===== src/rtl/apb_wrr_arbiter_if.sv =====
// Bus-side signals of the APB weighted round-robin arbiter: per-master phase
// inputs, shared slave ready, and the grant/ownership/error outputs.
interface apb_wrr_arbiter_if #(
  parameter int NO_OF_MASTERS = 2,
  parameter int OWNER_W       = (NO_OF_MASTERS > 1) ? $clog2(NO_OF_MASTERS) : 1
);
  logic [NO_OF_MASTERS-1:0] req;
  logic [NO_OF_MASTERS-1:0] acc;
  logic                     s_pready;
  logic [NO_OF_MASTERS-1:0] grant;
  logic [OWNER_W-1:0]       owner;
  logic                     busy;
  logic                     abort_resp;
  logic                     timeout_err;
  logic                     proto_err;

  modport slave (
    input  req, acc, s_pready,
    output grant, owner, busy, abort_resp, timeout_err, proto_err
  );

  modport master (
    output req, acc, s_pready,
    input  grant, owner, busy, abort_resp, timeout_err, proto_err
  );
endinterface


===== src/rtl/apb_wrr_arbiter.sv =====
// Arbitrates one shared APB slave between several masters using fixed priority
// or weighted round-robin, with an ACCESS wait timeout and abandon detection.
module apb_wrr_arbiter #(
  parameter int NO_OF_MASTERS  = 2,
  parameter int WEIGHT_W       = 4,
  parameter int TIMEOUT_CYCLES = 16
) (
  input  logic                              pclk,
  input  logic                              preset_n,
  input  logic                              cfg_fixed_prio,
  input  logic [NO_OF_MASTERS*WEIGHT_W-1:0] cfg_weight,
  apb_wrr_arbiter_if.slave                  bus
);
  localparam int OW = (NO_OF_MASTERS > 1) ? $clog2(NO_OF_MASTERS) : 1;
  localparam int CW = (TIMEOUT_CYCLES > 0) ? $clog2(TIMEOUT_CYCLES + 1) : 1;
  localparam logic [CW-1:0] WAIT_MAX  = CW'(TIMEOUT_CYCLES);
  localparam logic [CW-1:0] WAIT_LAST = CW'((TIMEOUT_CYCLES > 0) ? TIMEOUT_CYCLES - 1 : 0);

  typedef enum logic [1:0] {S_IDLE, S_OWNED, S_ABORT} state_t;

  state_t              r_state, w_state_next;
  logic [OW-1:0]       r_owner, w_owner_next;
  logic [OW-1:0]       r_rr_ptr, w_rr_ptr_next;
  logic [CW-1:0]       r_wait_cnt, w_wait_cnt_next;
  logic [WEIGHT_W-1:0] r_used [NO_OF_MASTERS];
  logic [WEIGHT_W-1:0] w_used_next [NO_OF_MASTERS];

  logic [OW-1:0]            w_fix_idx, w_wrr_idx, w_sel_idx;
  logic                     w_found, w_any_req, w_proto;
  int                       w_scan;
  logic [WEIGHT_W-1:0]      w_weight;
  logic [WEIGHT_W:0]        w_eff, w_used_inc;
  logic [NO_OF_MASTERS-1:0] w_grant;

  // Candidate winners for both policies; the scan starts at rr_ptr and wraps.
  always_comb begin
    w_fix_idx = '0;
    for (int i = NO_OF_MASTERS - 1; i >= 0; i--) begin
      if (bus.req[i]) w_fix_idx = OW'(i);
    end
    w_wrr_idx = '0;
    w_found   = 1'b0;
    w_scan    = 0;
    for (int k = 0; k < NO_OF_MASTERS; k++) begin
      w_scan = int'(r_rr_ptr) + k;
      if (w_scan >= NO_OF_MASTERS) w_scan = w_scan - NO_OF_MASTERS;
      if (!w_found && bus.req[OW'(w_scan)]) begin
        w_found   = 1'b1;
        w_wrr_idx = OW'(w_scan);
      end
    end
  end

  assign w_any_req  = |bus.req;
  assign w_sel_idx  = cfg_fixed_prio ? w_fix_idx : w_wrr_idx;
  assign w_weight   = cfg_weight[int'(w_wrr_idx)*WEIGHT_W +: WEIGHT_W];
  assign w_eff      = (w_weight == '0) ? (WEIGHT_W+1)'(1) : {1'b0, w_weight};
  assign w_used_inc = {1'b0, r_used[w_wrr_idx]} + (WEIGHT_W+1)'(1);

  always_comb begin
    w_state_next    = r_state;
    w_owner_next    = r_owner;
    w_rr_ptr_next   = r_rr_ptr;
    w_wait_cnt_next = r_wait_cnt;
    w_grant         = '0;
    w_proto         = 1'b0;
    for (int i = 0; i < NO_OF_MASTERS; i++) w_used_next[i] = r_used[i];

    unique case (r_state)
      S_IDLE: begin
        if (w_any_req) begin
          for (int i = 0; i < NO_OF_MASTERS; i++) begin
            if (OW'(i) == w_sel_idx) w_grant[i] = 1'b1;
          end
          w_owner_next    = w_sel_idx;
          w_wait_cnt_next = '0;
          w_state_next    = S_OWNED;
          if (!cfg_fixed_prio) begin
            // A master skipped over at rr_ptr forfeits the rest of its burst.
            if (w_wrr_idx != r_rr_ptr) w_used_next[r_rr_ptr] = '0;
            // >= so a weight lowered below the running count ends the burst.
            if (w_used_inc >= w_eff) begin
              w_used_next[w_wrr_idx] = '0;
              w_rr_ptr_next = (int'(w_wrr_idx) == NO_OF_MASTERS - 1) ? '0 : w_wrr_idx + OW'(1);
            end else begin
              w_used_next[w_wrr_idx] = w_used_inc[WEIGHT_W-1:0];
              w_rr_ptr_next          = w_wrr_idx;
            end
          end
        end
      end
      S_OWNED: begin
        if (bus.acc[r_owner]) begin
          if (bus.s_pready) begin
            w_state_next = S_IDLE;
          end else begin
            if (r_wait_cnt != WAIT_MAX) w_wait_cnt_next = r_wait_cnt + CW'(1);
            if (TIMEOUT_CYCLES != 0 && r_wait_cnt == WAIT_LAST) w_state_next = S_ABORT;
          end
        end else if (!bus.req[r_owner]) begin
          w_state_next = S_IDLE;
          w_proto      = 1'b1;
        end
      end
      S_ABORT: w_state_next = S_IDLE;
      default: w_state_next = S_IDLE;
    endcase
  end

  always_ff @(posedge pclk or negedge preset_n) begin
    if (!preset_n) begin
      r_state    <= S_IDLE;
      r_owner    <= '0;
      r_rr_ptr   <= '0;
      r_wait_cnt <= '0;
      for (int i = 0; i < NO_OF_MASTERS; i++) r_used[i] <= '0;
    end else begin
      r_state    <= w_state_next;
      r_owner    <= w_owner_next;
      r_rr_ptr   <= w_rr_ptr_next;
      r_wait_cnt <= w_wait_cnt_next;
      for (int i = 0; i < NO_OF_MASTERS; i++) r_used[i] <= w_used_next[i];
    end
  end

  // Grant is combinational, so it is masked while reset is held.
  assign bus.grant       = preset_n ? w_grant : '0;
  assign bus.owner       = r_owner;
  assign bus.busy        = (r_state != S_IDLE);
  assign bus.abort_resp  = (r_state == S_ABORT);
  // ABORT is only reachable through a timeout and lasts one cycle.
  assign bus.timeout_err = (r_state == S_ABORT);
  assign bus.proto_err   = w_proto;
endmodule

===== src/flat_wrapper.sv =====
// flat-port wrapper written by rule: the top's interface ports become plain ports
module apb_wrr_arbiter_flat 
#(
  parameter int NO_OF_MASTERS  = 2,
  parameter int WEIGHT_W       = 4,
  parameter int TIMEOUT_CYCLES = 16
)
  (pclk, preset_n, cfg_fixed_prio, cfg_weight, bus_req, bus_acc, bus_s_pready, bus_grant, bus_owner, bus_busy, bus_abort_resp, bus_timeout_err, bus_proto_err);
  apb_wrr_arbiter_if #(.NO_OF_MASTERS(NO_OF_MASTERS)) bus_i ();
  input  logic pclk;
  input  logic preset_n;
  input  logic cfg_fixed_prio;
  input  logic [NO_OF_MASTERS*WEIGHT_W-1:0] cfg_weight;
  input wire logic [$bits(bus_i.req)-1:0] bus_req;
  input wire logic [$bits(bus_i.acc)-1:0] bus_acc;
  input wire logic [$bits(bus_i.s_pready)-1:0] bus_s_pready;
  output wire logic [$bits(bus_i.grant)-1:0] bus_grant;
  output wire logic [$bits(bus_i.owner)-1:0] bus_owner;
  output wire logic [$bits(bus_i.busy)-1:0] bus_busy;
  output wire logic [$bits(bus_i.abort_resp)-1:0] bus_abort_resp;
  output wire logic [$bits(bus_i.timeout_err)-1:0] bus_timeout_err;
  output wire logic [$bits(bus_i.proto_err)-1:0] bus_proto_err;
  assign bus_i.req = bus_req;
  assign bus_i.acc = bus_acc;
  assign bus_i.s_pready = bus_s_pready;
  assign bus_grant = bus_i.grant;
  assign bus_owner = bus_i.owner;
  assign bus_busy = bus_i.busy;
  assign bus_abort_resp = bus_i.abort_resp;
  assign bus_timeout_err = bus_i.timeout_err;
  assign bus_proto_err = bus_i.proto_err;
  apb_wrr_arbiter #(.NO_OF_MASTERS(NO_OF_MASTERS), .WEIGHT_W(WEIGHT_W), .TIMEOUT_CYCLES(TIMEOUT_CYCLES)) u_core (.pclk(pclk), .preset_n(preset_n), .cfg_fixed_prio(cfg_fixed_prio), .cfg_weight(cfg_weight), .bus(bus_i));
endmodule

===== config.mk =====
export PLATFORM = sky130hd
export DESIGN_NAME = apb_wrr_arbiter_flat
export DESIGN_NICKNAME = d
export VERILOG_FILES = /design/src/rtl/apb_wrr_arbiter_if.sv /design/src/rtl/apb_wrr_arbiter.sv /design/src/flat_wrapper.sv
export SDC_FILE = /design/constraint.sdc
export NUM_CORES = 1
export LEC_CHECK = 0
export ABC_CLOCK_PERIOD_IN_PS = 5000
export BUFFER_PORTS_ARGS = -buffer_cell sky130_fd_sc_hd__buf_4
export CELL_PAD_IN_SITES_DETAIL_PLACEMENT = 1
export CELL_PAD_IN_SITES_GLOBAL_PLACEMENT = 2
export CORE_MARGIN = 4
export CORE_UTILIZATION = 35
export DETAILED_ROUTE_END_ITERATION = 10
export GPL_TIMING_DRIVEN = 0
export PLACE_DENSITY = 0.89
export SLEW_MARGIN = 10
export SYNTH_ARGS = -nofsm -noshare
export SYNTH_HDL_FRONTEND = slang
export SYNTH_SLANG_ARGS = --single-unit

===== constraint.sdc =====
create_clock -name pclk -period 5 [get_ports pclk]
set_input_delay 1 -clock pclk [delete_from_list [all_inputs] [get_ports pclk]]
set_output_delay 1 -clock pclk [all_outputs]
set_load 0.05 [all_outputs]

==> run_results.csv <==
group,metric,value,unit
status,status,"complete, no violations",
clock_tree,cts_buffer_depth,2,
layout,multi_input_area,707,sq um
yosys,synth_edf_count,0,
layout,nNetsFinal,184,
critical_path,crit_path_end_kind,"register",
floorplanning,pin_count,23,
global_routing,grt_start_max_net_pins,19,
yosys,synth_cells,134,
yosys,syn_avg_cell_area,8.97,sq um
global_routing,antenna_found_initial,0,
critical_path,cp_max_fo,10,
worst_hold_path,holdPathStages,2,
layout,seqCellArea,425,sq um
power_and_ir_drop,ir_worst_vdd,0.000240,V
sta,totalNegativeSetupSlack,0,ns
placed_design,dpl-instance-area,1430,sq um
floorplanning,dieWidth,66.6,microns
critical_path,critPathKind,"in -> reg",
detailed_routing,dr.pass1.iters,4,
global_routing,grt_use_total,15.9,%
layout,instances_no_fill,206,
sta,finalMaxSlewViolations,0,
detailed_routing,drt_iter0_drc,26,
critical_path,rr_worst_depth,12,
sta,fin_skew,0.00927,ns
clock_tree,ctsHoldBuffers,0,
detailed_routing,wl,3.10,mm
placed_design,dp.cells,202,
placed_design,place_congestion,0.766,
global_routing,grt_pass1_wl,5.36,mm
critical_path,cp_data_required_time,5.22,ns
yosys,synth_common_cells,"17 x dfrtp_1, 17 x o21ai_0, 14 x nand2_1",
critical_path,r2r_slack,2.03,ns
yosys,syn_area,1200,sq um
layout,antenna_cells,0,
critical_path,r2r-end,"u_core.r_used[3]",
detailed_routing,drc,0,
sta,fin_crit,3.27,ns
worst_hold_path,min-delay-start,"u_core.r_used[2]",
yosys,yosys_register_bits,17,
sta,rsz0062_at_grt,"false",
detailed_routing,avgViaCountPerCell,5.20,
floorplanning,dieArea,4440,sq um
layout,area_delta_synth_final,20.7,%
clock_tree,cts_tree,"done",
yosys,synth_top_cell_by_area,"dfrtp_1",
clock_tree,worst_skew_pair.late_latency,0.29,ns
critical_path,critPathLaunchType,"input port",
placed_design,portBuffers,22,
global_routing,grt_pass1_vias,1182,
placed_design,dp_hpwl,2.47,mm
detailed_routing,wl_per_cell,15.0,microns
worst_hold_path,worstHoldEndpoint,"u_core.r_used[2]",
clock_tree,post_cts_buffers,0,
clock_tree,clk_pin_slew_worst_paths,0.11,ns
layout,nFillCells,418,
detailed_routing,postRouteAntennaNets,0,
yosys,ys_seq_area_share,35.4,%
sta,max_freq,306,MHz
clock_tree,cts_root_buf,"clkbuf_4",
floorplanning,initial_core_util,36.0,%
sta,report.final.setup_viol,0,
yosys,synth_area_leaders,"dfrtp_1 35%, ha_1 7.3%, o21ai_0 7.1%",
critical_path,worst_r2r_startpoint,"u_core.r_rr_ptr",
sta,hold_violations,0,
yosys,synth_top_area_share,35.4,%
yosys,async_flop_share,100,%
worst_hold_path,hold_path_class,"reg -> reg",
yosys,yosys_warnings,0,
power_and_ir_drop,p_leak,0.000680,uW
power_and_ir_drop,power_density,501,nW/um^2
clock_tree,htree_levels,1,
yosys,synth-main-ff-cell,"dfrtp_1",
yosys,syn-num-nets,157,
clock_tree,numCtsBuffers,3,
floorplanning,core_area,3340,sq um
sta,max_slew_margin,73.3,%
yosys,ys_types,41,
job,max-cap-violations,0,
critical_path,crit_arrival,3.49,ns
clock_tree,clkSinkCount,17,
layout,drive_gt1_share,24.4,%
detailed_routing,num_vias,1071,
sta,min_period_over_period,65.5,%
global_routing,overflow,0,
clock_tree,ctsResizeCount,0,
sta,worstMarginPinSlew,0.397,ns
layout,fin_area,1450,sq um
floorplanning,num_rows,21,
floorplanning,die_y,66.6,microns
[stage by stage]
stage	util (%)	hold slack, ns	setup WS (ns)	total power (uW)
floorplan	-	0.463	1.57	539
global placement	42.7	0.489	1.52	633
detailed placement	42.7	0.510	1.41	657
CTS	43.5	0.534	1.72	740
global route	43.5	0.560	1.59	795
finish	43.5	0.525	1.73	728
[registers in the layout, summed over array words and instances (netlist names)]
register           flops
u_core.bus.owner       1
u_core.r_wait_cnt      5
u_core.r_state         2
u_core.r_rr_ptr        1
u_core.r_used          8
[metal layers]
metal	GRT usage [%]	part of all wire, %	up-vias
met2	28.5	52	17
met5	0	0	-
met4	4.57	0.52	0
li1	-	-	533
met1	19.2	44	519
met3	2.70	3.6	2
[cell type report]
class | count | area share, %
Buffer | 5 | 2.50
Clock buffer | 4 | 1.81
Inverter | 9 | 2.33
Multi-Input combinational cell | 103 | 48.7
Sequential cell | 17 | 29.3
Tap cell | 46 | 3.97
Timing Repair Buffer | 22 | 11.4
[where the power goes]
part	internal [uW]	leakage [uW]	switching, uW
sequential	185	0.000221	49.4
combinational	165	0.000444	252
clock	31.0	0.0000150	45.5
[logic make-up after synthesis]
kind of cell    share of synthesized area (%)
fa+ha+maj                                7.28
xor+xnor                                 2.19
compound gates                           18.5
flops                                    35.4
buf+inv                                  5.83
mux                                      7.70
simple gates                             23.1
[layout by cell type, fill, tap and decap left out, drive strengths merged, types with 3 or more instances in the layout]
cell,count
nand2,15
nor3,4
nor2,10
or2,3
ha,7
clkbuf,4
dfrtp,17
mux2i,7
buf,27
inv,9
o21ai,18
nand3,9
and4,3
[worst max path at each step]
stage | end | slack, ns | start
6_report | u_core.r_used[3] | 1.73 | bus_req[0]
5_1_grt | u_core.r_used[3] | 1.59 | bus_req[0]
4_1_cts | u_core.r_used[3] | 1.72 | bus_req[0]
3_5_place_dp | u_core.r_used[3] | 1.41 | bus_req[0]
3_3_place_gp | u_core.r_used[3] | 1.52 | bus_req[0]
2_1_floorplan | bus_proto_err | 1.57 | bus_acc[1]
[critical path, stage by stage]
cell      delay, ns
buf_4          0.15
nand2_4        0.11
buf_2          0.27
mux2i_1        0.30
nand3_1        0.11
nand3_1        0.09
ha_1           0.22
nand2b_1       0.14
a211oi_1       0.32
o221ai_2       0.25
or2_4          0.30
o31ai_2        0.21
Power figures use the tool's default switching activity.
